$ cat src/rtl/dc_pkg.sv
// Shared types and constants for the operand issue queue and its ALU neighbour.
package dc_pkg;
  localparam int DC_DATA_W = 8;
  localparam int DC_SEL_W  = 4;

  // Select code the ALU decodes as "idle"; it then produces DC_IDLE_RESULT.
  localparam logic [DC_SEL_W-1:0]  DC_SEL_IDLE    = 4'h0;
  localparam logic [DC_DATA_W-1:0] DC_IDLE_RESULT = 8'h55;

  typedef struct packed {
    logic [DC_DATA_W-1:0] a;
    logic [DC_DATA_W-1:0] b;
    logic [DC_SEL_W-1:0]  sel;
  } dc_op_t;
endpackage

$ cat src/rtl/dc_sync_fifo.sv
// Generic synchronous FIFO; full/empty come from an occupancy counter so pointer wrap is transparent.
module dc_sync_fifo #(
  parameter int DEPTH = 4,
  parameter int W     = 20,
  localparam int AW   = $clog2(DEPTH)
) (
  input  logic          clk,
  input  logic          rst,
  input  logic          push_i,
  input  logic          pop_i,
  input  logic          flush_i,
  input  logic [W-1:0]  wdata_i,
  output logic [W-1:0]  rdata_o,
  output logic          full_o,
  output logic          empty_o,
  output logic [AW:0]   count_o
);
  localparam logic [AW:0] FULL_CNT = (AW+1)'(DEPTH);

  logic [W-1:0]  mem_q [DEPTH];
  logic [AW-1:0] wr_ptr_q, wr_ptr_d, rd_ptr_q, rd_ptr_d;
  logic [AW:0]   count_q, count_d;
  logic          do_push, do_pop;

  assign full_o  = (count_q == FULL_CNT);
  assign empty_o = (count_q == '0);
  assign count_o = count_q;
  assign rdata_o = mem_q[rd_ptr_q];

  // No bypass: a full queue refuses a push even when a pop happens on the same edge.
  assign do_push = push_i && !full_o && !flush_i;
  assign do_pop  = pop_i && !empty_o && !flush_i;

  always_comb begin
    wr_ptr_d = wr_ptr_q;
    rd_ptr_d = rd_ptr_q;
    count_d  = count_q;
    if (flush_i) begin
      wr_ptr_d = '0;
      rd_ptr_d = '0;
      count_d  = '0;
    end else begin
      if (do_push) wr_ptr_d = wr_ptr_q + 1'b1;
      if (do_pop)  rd_ptr_d = rd_ptr_q + 1'b1;
      case ({do_push, do_pop})
        2'b10:   count_d = count_q + 1'b1;
        2'b01:   count_d = count_q - 1'b1;
        default: count_d = count_q;
      endcase
    end
  end

  always_ff @(posedge clk) begin
    if (rst) begin
      wr_ptr_q <= '0;
      rd_ptr_q <= '0;
      count_q  <= '0;
    end else begin
      wr_ptr_q <= wr_ptr_d;
      rd_ptr_q <= rd_ptr_d;
      count_q  <= count_d;
    end
  end

  always_ff @(posedge clk) begin
    if (do_push) mem_q[wr_ptr_q] <= wdata_i;
  end
endmodule

$ cat src/rtl/dc_op_issue_queue.sv
// Operand issue queue feeding the ALU: in-order buffering, idle-code head muxing, saturating issue count.
module dc_op_issue_queue
  import dc_pkg::*;
#(
  parameter int DEPTH  = 4,
  parameter int DATA_W = 8,
  parameter int CNT_W  = 16,
  localparam int OCC_W = $clog2(DEPTH) + 1
) (
  input  logic              clk,
  input  logic              rst,
  input  logic              in_valid,
  output logic              in_ready,
  input  logic [DATA_W-1:0] in_a,
  input  logic [DATA_W-1:0] in_b,
  input  logic [3:0]        in_sel,
  input  logic              flush,
  output logic [DATA_W-1:0] dcin_a,
  output logic [DATA_W-1:0] dcin_b,
  output logic [3:0]        dc_select,
  output logic              out_valid,
  input  logic              out_ready,
  output logic [OCC_W-1:0]  occupancy,
  output logic [CNT_W-1:0]  issued_count
);
  dc_op_t           wr_op, head_op;
  logic             full, empty, pop;
  logic [CNT_W-1:0] issued_q, issued_d;

  assign wr_op = '{a: in_a, b: in_b, sel: in_sel};

  dc_sync_fifo #(.DEPTH(DEPTH), .W($bits(dc_op_t))) u_fifo (
    .clk     (clk),
    .rst     (rst),
    .push_i  (in_valid),
    .pop_i   (out_ready),
    .flush_i (flush),
    .wdata_i (wr_op),
    .rdata_o (head_op),
    .full_o  (full),
    .empty_o (empty),
    .count_o (occupancy)
  );

  assign in_ready  = !full;
  assign out_valid = !empty;
  assign pop       = !empty && out_ready && !flush;

  // Storage is don't-care when empty, so the ALU sees the idle code instead.
  always_comb begin
    dcin_a    = '0;
    dcin_b    = '0;
    dc_select = DC_SEL_IDLE;
    if (!empty) begin
      dcin_a    = head_op.a;
      dcin_b    = head_op.b;
      dc_select = head_op.sel;
    end
  end

  always_comb begin
    issued_d = issued_q;
    if (pop && (issued_q != '1)) issued_d = issued_q + 1'b1;
  end

  always_ff @(posedge clk) begin
    if (rst) issued_q <= '0;
    else     issued_q <= issued_d;
  end

  assign issued_count = issued_q;
endmodule

$ cat config.mk
export PLATFORM = sky130hd
export DESIGN_NAME = dc_op_issue_queue
export DESIGN_NICKNAME = d
export VERILOG_FILES = /design/src/rtl/dc_pkg.sv /design/src/rtl/dc_sync_fifo.sv /design/src/rtl/dc_op_issue_queue.sv
export SDC_FILE = /design/constraint.sdc
export NUM_CORES = 1
export LEC_CHECK = 0
export BUFFER_PORTS_ARGS = -buffer_cell sky130_fd_sc_hd__buf_4
export CAP_MARGIN = 10
export CELL_PAD_IN_SITES_DETAIL_PLACEMENT = 1
export CELL_PAD_IN_SITES_GLOBAL_PLACEMENT = 2
export CORE_MARGIN = 2
export CORE_UTILIZATION = 43
export DETAILED_ROUTE_END_ITERATION = 8
export GPL_TIMING_DRIVEN = 0
export PLACE_DENSITY_LB_ADDON = 0.15
export SLEW_MARGIN = 15
export SYNTH_ARGS = -nofsm -noshare
export SYNTH_HDL_FRONTEND = slang
export SYNTH_SLANG_ARGS = --single-unit
$ cat constraint.sdc
create_clock -name clk -period 4.8 [get_ports clk]
set_input_delay 0.48 -clock clk [delete_from_list [all_inputs] [get_ports clk]]
set_output_delay 0.48 -clock clk [all_outputs]
set_load 0.02 [all_outputs]
; Word-level counts from Yosys, hierarchy flattened
; Memories as Yosys holds them, arrays and structs flattened. A register that Yosys moved wholly into a read port is not among the register bits.
; Cells that the tools add are included.
[classes]
add_sub_neg = 5
n_eq_ne = 4
muxes = 8
reduce_logical = 11
[op_table]
columns = cell, count
row1 = $add 16x1->16 const B, 1
row2 = $mux 8, 2
row3 = $ne 16x16->1 const B, 1
row4 = $pmux 3 s2, 1
row5 = $logic_and 1x1->1, 5
row6 = $add 2x1->2 const B, 2
row7 = $mux 2, 2
row8 = $mux 4, 1
row9 = $add 3x1->3 const B, 1
row10 = $eq 3x3->1 const B, 1
row11 = $logic_not 1->1, 3
row12 = $logic_not 3->1, 1
row13 = $sub 3x1->3 const B, 1
row14 = $eq 2x1->1 const B, 1
row15 = $eq 2x2->1 const B, 1
row16 = $mux 1, 2
row17 = $reduce_bool 2->1, 1
row18 = $reduce_or 2->1, 1
[word_totals]
regBits = 23
mem_bits_rw = 80
inputBits = 25
output_inout_bits = 41
mem_count = 1
[mem_list]
columns = name, words, word_bits, rd, rd_ports_with_merged_regs, wr, line_no
row1 = u_fifo.mem_q, 4, 20, 1, 1, 1, dc_sync_fifo.sv:20  ; logic [W-1:0] mem_q [DEPTH];

; Depth between registers and ports, before layout
[logic_depth]
depth_word = 6
depth_mapped = 11
depth_no_buf = 10

; By module
; From an unflattened synthesis, not the netlist that was laid out.
[unflattened]
cells_unflattened = 281
hier_area_um2 = 4381.7
[modules_own_cells]
columns = mod, instances, cells_each, area_each_um2, seq_area_each_um2
row1 = dc_sync_fifo, 1, 161, 3387.0, 2582.5
row2 = dc_op_issue_queue, 1, 120, 994.7, 320.3

; Least setup slack after synthesis
; OpenSTA, ideal clock, no wires.
[synth_path]
kind = register to register
start = register u_fifo.count_q[2] (netlist: u_fifo.count_o[2])
end = register u_fifo.count_q[2] (netlist: u_fifo.count_o[2])
setup_time_ns = 0.070
t_arrival_ns = 2.421
path_slack_ns = 2.309
path_stages_with_launch = 11
synth_period_minus_slack_ns = 2.491
cell_sequence = dfxtp_1 > or3b_2 > nand2_1 > nor2_1 > inv_1 > ha_1 > inv_1 > fa_1 > xor2_1 > or3_1 > a21oi_1
[synth_via]
elab_chain_len = 6
word_cells_on_any_way = 14
[synth_rtl]
columns = item, line_no
row1 = start: declaration, dc_sync_fifo.sv:22  ; logic [AW:0] count_q, count_d;
row2 = start signal: assignment, dc_sync_fifo.sv:61  ; count_q <= count_d;
row3 = $eq 3x3->1 *, dc_sync_fifo.sv:25  ; assign full_o = (count_q == FULL_CNT);
row4 = $logic_not 1->1 *, n/a
row5 = named net in_ready, dc_op_issue_queue.sv:13  ; output logic in_ready,
row6 = $logic_and 1x1->1 * (2 in a row), dc_sync_fifo.sv:31  ; assign do_push = push_i && !full_o && !flush_i;
row7 = $eq 2x1->1 / $eq 2x2->1 (equally long branches), dc_sync_fifo.sv:45  ; case ({do_push, do_pop})
row8 = $pmux 3 s2 / $reduce_bool 2->1 (equally long branches), n/a
; Mark *: on every way through the listed nets, which the timed path passes. The rest lies on a longest branch.
; A chain may end at the register's enable or synchronous reset.

; Worst setup path in the final report
[layout_path]
start = register u_fifo.count_q[2] (netlist: u_fifo.count_o[2])
end = register u_fifo.count_q[2] (netlist: u_fifo.count_o[2])
[layout_via]
elab_chain_len = 6
word_cells_on_any_way = 14
[layout_rtl]
columns = item, line_no
row1 = $logic_not 3->1 *, dc_sync_fifo.sv:26  ; assign empty_o = (count_q == '0);
row2 = $logic_not 1->1 *, n/a
row3 = $logic_and 1x1->1 * (2 in a row), n/a
row4 = named net pop, dc_op_issue_queue.sv:27  ; logic full, empty, pop;
row5 = $eq 2x1->1 / $eq 2x2->1 (equally long branches), dc_sync_fifo.sv:45
row6 = $pmux 3 s2 / $reduce_bool 2->1 (equally long branches), n/a
; Marks and branches as above.

==> results_dict.tcl <==
set metrics [dict create \
    fin_cells 492 \
    clkLatencyLatePin_ns 0.35 \
    syn_nets 311 \
    period_needed_ns 2.52 \
    max_freq_mhz 396 \
    top_usage_layer "met2" \
    firstDrtPassIters 4 \
    holdPathEnd "u_fifo.mem_q[2][13]" \
    post_cts_buffers 0 \
    pre_cts_slack_ns 2.12 \
    synth_flop_cell "edfxtp_1" \
    coreArea_sq_um 9770 \
    grt_pass1_vias 2729 \
    async_reset_ff_share_pct 0 \
    grt_setup_unrepaired "no" \
    synthMuxAreaShare_pct 10.4 \
    syn_inst 279 \
    path_max_fanout 10 \
    synth_edf_count 80 \
    crit_path_start_kind "flip-flop" \
    finalPower_mw 1.59 \
    row_count 36 \
    h-tree-depth 3 \
    syn_to_final_growth_pct 19.2 \
    final_cell_mix "edfxtp_1, buf_4, and2_1" \
    io_buffer_count 64 \
    r2r_setup_slack_ns 2.28 \
    place.gp.congestion 0.735 \
    cp_data_required_time_ns 5.08 \
    met2_usage_pct 29.5 \
    ys_types 34 \
    critPathKind "reg -> reg" \
    synthXorXnorAreaFrac_pct 1.01 \
    reg2reg_from "u_fifo.count_o[2]" \
    synth_top_family_by_area "simple AND/OR/NAND/NOR gates" \
    start_util_pct 44.4 \
    netlist.area_leader.share_pct 55.3 \
    vias 2613 \
    whs_path_depth 1 \
    drt_wl_total_microns 8770 \
    fin_skew_ns 0.0159 \
    hold_violations 0 \
    yosys.area_share.simple_pct 12.6 \
    p_leak_nw 1.78 \
    end_kind "flip-flop" \
    timing.final.ws_setup_ns 2.28 \
    yosysSeqAreaShare_pct 66.8 \
    p_per_area_nw_per_um2 307 \
    synth_compound_area_share_pct 4.81 \
    synth.area.top_cells "edfxtp_1, dfxtp_1, mux4_2, and2_1, a21oi_1" \
    antenna_found_initial 0 \
    grt_remaining_overflow 0 \
    ctsRootBufferMaster "clkbuf_8" \
    cp.arrival_ns 2.80 \
    finalSetupViolations 0 \
    dp_cells 476 \
    status "finished, final reports clean" \
    ioPinCount 66 \
    hold_start "in_a[1]" \
    avgSynthCellArea_sq_um 15.6 \
    fin_setup_tns_ns 0 \
    grt_pass1_wl_microns 14200 \
    dpl.hpwl_microns 6030 \
    dpl_cell_area_sq_um 4990 \
    final.period_utilization_pct 52.6 \
    fillCellCount 982 \
    min_path_type "in -> reg" \
    antennaDiodeCount 0 \
    cap_viol_max_count 0 \
    die_w_microns 105 \
    final_max_slew_viol_count 0 \
    clk_transition_reported_paths_ns 0.11 \
    ir_drop_v 0.000163 \
    worstMarginPinSlew_ns 1.05 \
    relSlewSlack_pct 29.7 \
    synth_fa_ha_area_share_pct 2.19 \
    final_common_cell "edfxtp_1" \
    antenna_left 0 \
    gr-usage-met3_pct 2.32 \
    numClockSinks 105 \
    wl_per_cell_microns 17.8 \
    post_cts_resized 0 \
    use_met1_pct 21.1 \
    yosysTopAreaCell "edfxtp_1" \
    vias_per_cell 5.31 \
    nets 386 \
    remaining_drc_errors 0 \
    drive_gt1_share_pct 31.8 \
    synth-seq-cells 105 \
    grt_usage_pct 16.6 \
    cts_made_buffers 9 \
    cts_tree "built" \
    reg2reg_depth 11 \
    clk_path_buf_depth 2 \
    dieArea_sq_um 10900 \
    drt_iter0_drc 42 \
    fin_area_sq_um 5180 \
    yosysWarnings 0 \
    cts_hold_buf 0 \
    regToRegEndpoint "u_fifo.count_o[2]" \
    die_h_microns 105 \
    grt_max_degree 21 \
    synth_area_sq_um 4340 \
]
==> per-stage QoR <==
stage | hold WS [ns] | util, %
floorplan | 0.469 | -
global placement | 0.491 | 51.1
detailed placement | 0.501 | 51.1
CTS | 0.302 | 53.0
global route | 0.301 | 53.0
finish | 0.318 | 53.0
==> cells by family after synthesis <==
kind of cell             after synthesis
AO/OA/AOI/OAI                         35
adder cells (fa/ha/maj)                7
XOR/XNOR                               5
buffers and inverters                 23
AND/OR/NAND/NOR                       84
flip-flops                           105
multiplexers                          20
==> cells in the mapped netlist, types with 4 or more instances <==
library cell	count
or4_1	9
nand3_1	6
or3_1	7
xor2_1	4
o31ai_1	11
o21ai_0	4
nor2_1	8
edfxtp_1	80
a21oi_1	18
mux4_2	20
inv_1	11
nand2_1	8
ha_1	6
dfxtp_1	25
and2_1	26
clkbuf_1	7
buf_2	4
==> metal layers <==
metal / vias to the layer above / share of wire [%]
met5: - / 0
met4: 0 / 1.3
met3: 10 / 3.3
met2: 55 / 53
met1: 1321 / 43
li1: 1227 / -
==> worst max path at each step <==
stage | startpoint | to | depth (start not counted)
final | u_fifo.count_o[2] | u_fifo.count_o[2] | 11
after global routing | u_fifo.count_o[2] | u_fifo.count_o[2] | 10
after CTS | u_fifo.count_o[0] | u_fifo.count_o[2] | 11
after detailed placement | flush | u_fifo.count_o[2] | 11
after global placement | flush | u_fifo.count_o[2] | 11
after floorplan | u_fifo.count_o[2] | u_fifo.count_o[2] | 10
==> flip-flops by register name, summed over array words and instances, names as in the netlist, named ones only <==
| register | count |
|---|---|
| u_fifo.mem_q | 80 |
| issued_count | 16 |
| u_fifo.count_o | 3 |
| u_fifo.rd_ptr_q | 2 |
| u_fifo.wr_ptr_q | 2 |
==> final cells by class <==
class | instances | area [sq um] | share of cell area (%)
Buffer | 12 | 53.8 | 1.04
Clock buffer | 9 | 124 | 2.39
Clock inverter | 7 | 62.6 | 1.21
Inverter | 11 | 41.3 | 0.797
Multi-Input combinational cell | 151 | 1350 | 26.0
Sequential cell | 105 | 2900 | 56.1
Tap cell | 133 | 166 | 3.21
Timing Repair Buffer | 64 | 480 | 9.28
==> worst max-delay path, stage by stage (launching register included) <==
cell     delay (ns)
dfxtp_1        0.35
or3_1          0.37
buf_4          0.18
nand2_1        0.19
buf_2          0.27
inv_1          0.07
ha_1           0.23
inv_1          0.08
fa_1           0.17
xor2_1         0.07
or3_1          0.30
a21oi_1        0.16
==> power by group <==
part	internal, mW	switching (mW)
Sequential	0.989	0.00426
Clock	0.200	0.313
Combinational	0.0365	0.0448
No activity file was read; power rests on OpenSTA's default activity.
